**src/rtl/clk_div_ctrl.sv**
```systemverilog
// -----------------------------------------------------------------------------
// clk_div_ctrl
//
// Programmable integer clock divider with a request/acknowledge interface for
// changing the divide ratio and a graceful start/stop controller.
//
// The divided clock always completes whole periods. A ratio change is applied
// only on a period boundary while running, or immediately when stopped.
// Out-of-range ratios (0 or 1) are rejected and leave the active ratio alone.
//
// Parameters
//   DIV_W    width of the divide-ratio field
//   DEF_DIV  divide ratio loaded at reset (must be >= 2)
//
// Ports
//   clk_in   input   single clock, all flops on its rising edge
//   rst_n    input   asynchronous active-low reset
//   en       input   level: 1 = run the divided clock, 0 = stop it
//   cfg_req  input   new-ratio request, held high until cfg_ack
//   cfg_div  input   requested ratio, sampled when the request is accepted
//   cfg_ack  output  one-cycle pulse: request completed (applied or rejected)
//   cfg_err  output  one-cycle pulse with cfg_ack when the ratio is rejected
//   clk_out  output  divided clock, driven directly from a flop
//   tick     output  pulse in the first clk_in cycle of each clk_out period
//   busy     output  high whenever the controller is not stopped
// -----------------------------------------------------------------------------
module clk_div_ctrl #(
   parameter int DIV_W   = 8,
   parameter int DEF_DIV = 2
) (
   input  logic             clk_in,
   input  logic             rst_n,
   input  logic             en,
   input  logic             cfg_req,
   input  logic [DIV_W-1:0] cfg_div,
   output logic             cfg_ack,
   output logic             cfg_err,
   output logic             clk_out,
   output logic             tick,
   output logic             busy
);

   // Controller states; plain constants keep the encoding visible in waves.
   localparam logic [1:0] ST_STOP     = 2'd0;
   localparam logic [1:0] ST_RUN      = 2'd1;
   localparam logic [1:0] ST_STOPPING = 2'd2;

   localparam logic [DIV_W-1:0] DEF_DIV_V = DIV_W'(DEF_DIV);
   localparam logic [DIV_W-1:0] ONE       = DIV_W'(1);
   localparam logic [DIV_W-1:0] TWO       = DIV_W'(2);

   // ---------------------------------------------------------------------------
   // State
   // ---------------------------------------------------------------------------
   logic [1:0]       state;
   logic [DIV_W-1:0] cnt;       // position inside the current period
   logic [DIV_W-1:0] div;       // active ratio
   logic [DIV_W-1:0] shd;       // ratio captured from the accepted request
   logic             pend;      // a captured request awaits completion
   logic             wait_low;  // request was just completed; wait for cfg_req=0

   // ---------------------------------------------------------------------------
   // Next-state signals
   // ---------------------------------------------------------------------------
   logic [1:0]       state_nxt;
   logic [DIV_W-1:0] cnt_nxt;
   logic [DIV_W-1:0] div_nxt;
   logic             clk_out_nxt;
   logic             wait_low_nxt;
   logic             last;      // final cycle of a running period
   logic             shd_ok;    // captured ratio is in range
   logic             apply;     // load the captured ratio at the coming edge
   logic             accept;    // capture a new request at the coming edge

   assign busy   = (state != ST_STOP);
   assign tick   = busy && (cnt == '0);
   assign last   = busy && (cnt == (div - ONE));
   assign shd_ok = (shd >= TWO);

   // A pending request completes at once if it is invalid or the divider is
   // stopped; a valid one on a running divider waits for the period boundary
   // so the current period is never cut short or stretched.
   assign cfg_ack = pend && (!shd_ok || (state == ST_STOP) || last);
   assign cfg_err = cfg_ack && !shd_ok;
   assign apply   = cfg_ack && shd_ok;

   // wait_low blocks a request that is still held high after its cfg_ack from
   // being accepted a second time.
   assign accept = cfg_req && !pend && !cfg_ack && !wait_low;

   assign div_nxt = apply ? shd : div;

   // NOTE: every signal driven here gets a default first, so no path leaves
   // it unassigned and no latch is inferred.
   always_comb begin
      state_nxt = state;
      cnt_nxt   = cnt;
      case (state)
         ST_STOP: begin
            if (en) begin
               state_nxt = ST_RUN;
               cnt_nxt   = '0;
            end
         end
         ST_RUN: begin
            cnt_nxt = last ? '0 : cnt + ONE;
            if (!en) begin
               state_nxt = ST_STOPPING;
            end
         end
         ST_STOPPING: begin
            // Keep counting; stop only once the period has fully completed.
            cnt_nxt = last ? '0 : cnt + ONE;
            if (en) begin
               state_nxt = ST_RUN;
            end else if (last) begin
               state_nxt = ST_STOP;
            end
         end
         default: begin
            state_nxt = ST_STOP;
            cnt_nxt   = '0;
         end
      endcase
   end

   // clk_out is registered from the next-cycle state so it stays glitch-free
   // and already reflects a ratio that is applied at this edge.
   assign clk_out_nxt = (state_nxt != ST_STOP) && (cnt_nxt < (div_nxt >> 1));

   always_comb begin
      wait_low_nxt = wait_low;
      if (cfg_ack) begin
         wait_low_nxt = 1'b1;
      end else if (!cfg_req) begin
         wait_low_nxt = 1'b0;
      end
   end

   // NOTE: sequential state uses non-blocking assignments so every flop
   // samples the pre-edge values regardless of statement order.
   always_ff @(posedge clk_in or negedge rst_n) begin
      if (!rst_n) begin
         state    <= ST_STOP;
         cnt      <= '0;
         div      <= DEF_DIV_V;
         shd      <= DEF_DIV_V;
         pend     <= 1'b0;
         wait_low <= 1'b0;
         clk_out  <= 1'b0;
      end else begin
         state    <= state_nxt;
         cnt      <= cnt_nxt;
         div      <= div_nxt;
         wait_low <= wait_low_nxt;
         clk_out  <= clk_out_nxt;
         if (cfg_ack) begin
            pend <= 1'b0;
         end
         if (accept) begin
            shd  <= cfg_div;
            pend <= 1'b1;
         end
      end
   end

endmodule

```
**config.mk**
```make
export PLATFORM = sky130hd
export DESIGN_NAME = clk_div_ctrl
export DESIGN_NICKNAME = d
export VERILOG_FILES = /design/src/rtl/clk_div_ctrl.sv
export SDC_FILE = /design/constraint.sdc
export NUM_CORES = 1
export LEC_CHECK = 0
export BUFFER_PORTS_ARGS = -buffer_cell sky130_fd_sc_hd__buf_2
export CAP_MARGIN = 25
export CELL_PAD_IN_SITES_DETAIL_PLACEMENT = 1
export CELL_PAD_IN_SITES_GLOBAL_PLACEMENT = 1
export CORE_ASPECT_RATIO = 0.75
export CORE_MARGIN = 4
export CORE_UTILIZATION = 40
export CTS_CLUSTER_DIAMETER = 80
export DETAILED_ROUTE_END_ITERATION = 7
export PLACE_DENSITY = 0.78
export REMOVE_ABC_BUFFERS = 1
export SLEW_MARGIN = 20
export SYNTH_ARGS = -nofsm -noshare
export SYNTH_HDL_FRONTEND = slang
export SYNTH_SLANG_ARGS = --single-unit
```
**constraint.sdc**
```tcl
create_clock -name clk_in -period 5.2 [get_ports clk_in]
set_input_delay 0 -clock clk_in [delete_from_list [all_inputs] [get_ports clk_in]]
set_output_delay 0 -clock clk_in [all_outputs]
set_load 0.005 [all_outputs]
```
* Word-level counts from Yosys, hierarchy flattened *
Cells that the tools add are included.
Widths: inputs -> output; s select.

operators by class
  add/sub/neg operators = 2
  $lt $le $gt $ge = 2
  eq/ne operators = 4
  muxes and demuxes = 13
  reduce and logical (&&, ||, !) cells = 21

operator list
  kind                 number
  $mux 8               3
  $pmux 8 s2           1
  $logic_and 1x1->1    9
  $add 8x1->8 const B  1
  $eq 8x8->1           1
  $ge 8x2->1 const B   1
  $logic_not 8->1      1
  $lt 8x7->1           1
  $mux 2               4
  $sub 8x1->8 const B  1
  $pmux 2 s3           1
  $reduce_bool 2->1    3
  $logic_not 1->1      4
  $mux 1               4
  $eq 2x1->1 const B   1
  $eq 2x2->1 const B   1
  $logic_not 2->1      1
  $logic_or 1x1->1     2
  $ne 2x1->1 const B   1
  $reduce_or 2->1      1

storage, ports and cells
  register bits after elaboration = 29
  input bits = 12
  output and inout bits = 5

* Logic depth before layout (Yosys ltp) *
  depth after elaboration = 9
  depth in mapped cells = 16
  depth with buffers taken out = 15

* Worst setup path before layout *
Ideal clock, no wire load.

  kind = register to register
  start = reg div[1]
  end = reg clk_out
  library setup time = 96 ps
  arrival = 3415 ps
  data required time = 5104 ps
  setup slack = 1689 ps
  stages on the path, launching flop included = 17
  path buffers = 1
  path through = dfstp_2 > inv_1 > ha_1 > nor3b_1 > and3_1 > o221ai_2 > o31a_1 > buf_6 > a21oi_1 > a311oi_1 > ha_1 > o21a_1 > o2111ai_1 > nor2_1 > a2111oi_0 > nand4_1 > nor4_2

on the way
  elaborated cells between the ends (all ways) = 15
  those cells by class = 1 x add/sub; 1 x order compare; 1 x eq/ne; 6 x mux; 6 x reduce/logical

RTL lines
  what                      line      text
  start: declaration        57        logic [DIV_W-1:0] div;
  start signal: assignment  154       div <= div_nxt;
  $sub 8x1->8               77        assign last = busy && (cnt == (div - ONE));
  $eq 8x8->1                77
  $logic_and 1x1->1         77
  $mux 8                    106, 113
  $pmux 8 s2                98        case (state)
  via cnt_nxt[2]            66        logic [DIV_W-1:0] cnt_nxt;
  $lt 8x7->1                129       assign clk_out_nxt = (state_nxt != ST_STOP) && (cnt_nxt < (div_nxt >> 1));
  $logic_and 1x1->1         129
  via clk_out_nxt           68        logic clk_out_nxt;
  end signal: assignment    156       clk_out <= clk_out_nxt;
  end: declaration          38        output logic clk_out,

The timed path passes the listed nets, and every way through them passes these cells.
A chain may end at the register's enable or synchronous reset.

* Worst setup path after layout *
  start = reg div[0]
  end = reg clk_out

The elaborated chain is that of the path after synthesis.

==> impl_metrics.yaml <==
global_route:
  grt_antenna_before_repair: 0
  grt_pass1_vias: 1539
  grt_overflow: 0
  grt_pass1_wl_um: 8400
  grt_usage_pct: 19.2
  grt_max_degree: 30
placement:
  dpl.cell_count: 253
  hpwl_um: 3560
  numPortBuffers: 16
  place_congestion: 0.810
  place_ws_ps: 1060
  placed_area_um2: 2000
timing:
  min_period_over_period_pct: 82.1
  setup_violations: 0
  layout_setup_ws_ps: 928
  worst_slew_pin_slew_ps: 751
  fin_skew_ps: 2.59
  timing.fmax_mhz: 234
  timing.final.crit_period_ps: 4270
  holdWs_ps: 122
  relSlewSlack_pct: 49.7
  maxSlewViolCount: 0
  setup_tns_ps: 0
  finalHoldViolations: 0
  rsz0062_at_grt: "false"
floorplanning:
  die-area_um2: 5910
  core_area_um2: 4520
  initial_core_util_pct: 41.9
  rows: 21
  dieWidth_um: 87.4
  dieHeight_um: 67.6
  io_pins: 17
pwr:
  comb_power_share_pct: 49.4
  pwr-share-seq_pct: 32.4
  total_power_mw: 1.38
  power_density_nw_per_um2: 622
  vdd_drop_max_mv: 0.350
  clockPowerShare_pct: 18.2
  swShare_pct: 44.2
  leakagePower_nw: 1.02
  p_int_mw: 0.771
  switching_power_mw: 0.611
finish:
  nNetsFinal: 238
  drive_above_1_share_pct: 21.5
  finalNonFillerCells: 271
  final_util_pct: 49.1
  layout_common_cells: "27 x dfrtp_1, 16 x buf_2, 15 x inv_1"
  final_common_cell: "dfrtp_1"
  finalInstanceArea_um2: 2220
  synthToLayoutAreaGrowth_pct: 17.4
  diodes: 0
clock_tree:
  clockRootBuffer: "clkbuf_8"
  numCtsBuffers: 5
  cts_resized: 0
  cts_num_sinks: 29
  clk_latency_ps: 280
  cts_tree: "yes"
  clk_pin_slew_ps: 70
  post-cts-setup-buffer-count: 0
  ctsHtreeMaxLevel: 2
  cts_buffer_depth: 2
yosys:
  synth-edff-count: 0
  postSynth.asyncResetShare_pct: 100
  ys_seq_elements: 29
  avgSynthCellArea_um2: 10.2
  synth_top_area_share_pct: 35.7
  synth.cell_area_um2: 1890
  ys_seq_area_share_pct: 38.5
  synthCells: 185
  synth_area_leaders: "dfrtp_1 36%, ha_1 8.6%, mux2_2 5.4%"
  netlist-cell-type-count: 49
  synth_largest_area_cell: "dfrtp_1"
  synth-main-ff-cell: "dfrtp_1"
  ys_warn_count: 0
routing:
  route.detailed.drc: 0
  drt-initial-drc-count: 74
  drtAntennaViolNets: 0
  firstDrtPassIters: 4
  vias_per_cell: 5.72
  routed_wl_um: 5260
  wl_per_cell_um: 19.4
  dr_total_vias: 1550
worst_setup_path:
  r2r_setup_slack_ps: 930
  ff2ff_path_depth: 15
  r2r_start: "div[0]"
  end_kind: "register"
  worstSetupPathType: "register to register"
  arrival_ps: 4460
  path_max_fanout: 13
  start_kind: "register"
  required_ps: 5390
  r2r-end: "clk_out"
worst_hold_path:
  min_path_type: "input pin to register"
  hold_start: "en"
  min_path_cells: 4
  hold-path-endpoint: "state[1]"
run_status:
  status: "finished clean"
job:
  max_cap_violations: 0
-- state kept, by name (all words and copies together), names as in the netlist --
register / count
pend: 1
state: 2
div: 8
clk_out: 1
shd: 8
cnt: 8
wait_low: 1
-- synth_stat cells, types with 2 or more instances --
master,instances
nand2_1,7
inv_1,15
nor4_2,2
nand2b_1,7
nor2_1,12
nor4_1,2
a21oi_1,14
o21ai_0,3
mux2_2,9
mux2i_1,5
xnor2_1,4
dfstp_2,2
nand3_1,2
ha_1,13
and3_1,6
nor3_1,7
clkbuf_1,3
nor2b_1,2
nor3b_1,2
a21o_1,4
dfrtp_1,27
xor2_1,5
a211oi_1,2
a311oi_1,4
o31a_1,2
-- how the worst max path moves through the flow --
stage / startpoint / cells after the start / slack [ps] / endpoint
4_1_cts: div[0] / 15 / 960 / clk_out
5_1_grt: div[0] / 15 / 450 / clk_out
3_5_place_dp: div[0] / 15 / 1060 / clk_out
3_3_place_gp: div[1] / 15 / 1210 / clk_out
2_1_floorplan: div[1] / 15 / 1620 / clk_out
6_report: div[0] / 15 / 930 / clk_out
-- power by group through the flow --
stage	combinational [mW]	sequential, mW	clock (mW)
after global routing	0.757	0.464	0.269
after global placement	0.626	0.442	0
after CTS	0.672	0.443	0.255
after floorplan	0.502	0.407	0
final	0.683	0.448	0.252
after detailed placement	0.653	0.444	0
-- metal layers --
layer,global-route usage (%),up-vias,share of wire [%]
met5,0,-,0
met1,26.7,794,47
li1,-,729,-
met4,4.02,0,0.59
met3,3.66,5,3.5
met2,31.0,22,49
-- cell families (layout without fill, tap and decap cells) --
kind of cell               Yosys count  count (layout)  share of synthesized area [%]
and+or+nand+nor                     57              57                           17.9
AOI/OAI and AO/OA                   42              42                           17.5
DFF                                 29              29                           38.5
buffers and inverters               21              50                           5.42
muxes                               14              14                           8.00
adders and majority gates           13              13                           8.60
xor gates and xnor gates             9               9                           4.17
-- cell type report --
| class | instances | area, µm² |
|---|---|---|
| clock buffers | 6 | 82.6 |
| clock inverters | 2 | 37.5 |
| fillers | 523 | 2300 |
| inverters | 16 | 60.1 |
| multi-input cells | 135 | 1060 |
| flip-flops and latches | 29 | 728 |
| well taps | 57 | 71.3 |
| repair buffers | 26 | 180 |
-- repair_timing --
action,CTS,global route
hold endpoints to repair,36,0
endpoints found under the setup margin,0,0
hold buffers,10,0
-- critical path, stage by stage, from the launching register on --
cell       delay (ps)
dfrtp_1           420
inv_1              90
ha_1              200
nor3b_1           360
a21oi_1           140
o221ai_2          300
o31a_1            490
a21oi_1           140
a311oi_1          390
ha_1              300
o21a_1            170
o2111ai_1         240
nor2_1             80
a2111oi_0         460
nand4_1           170
nor4_2            220
Note: power is estimated with default switching activity, not from simulation.
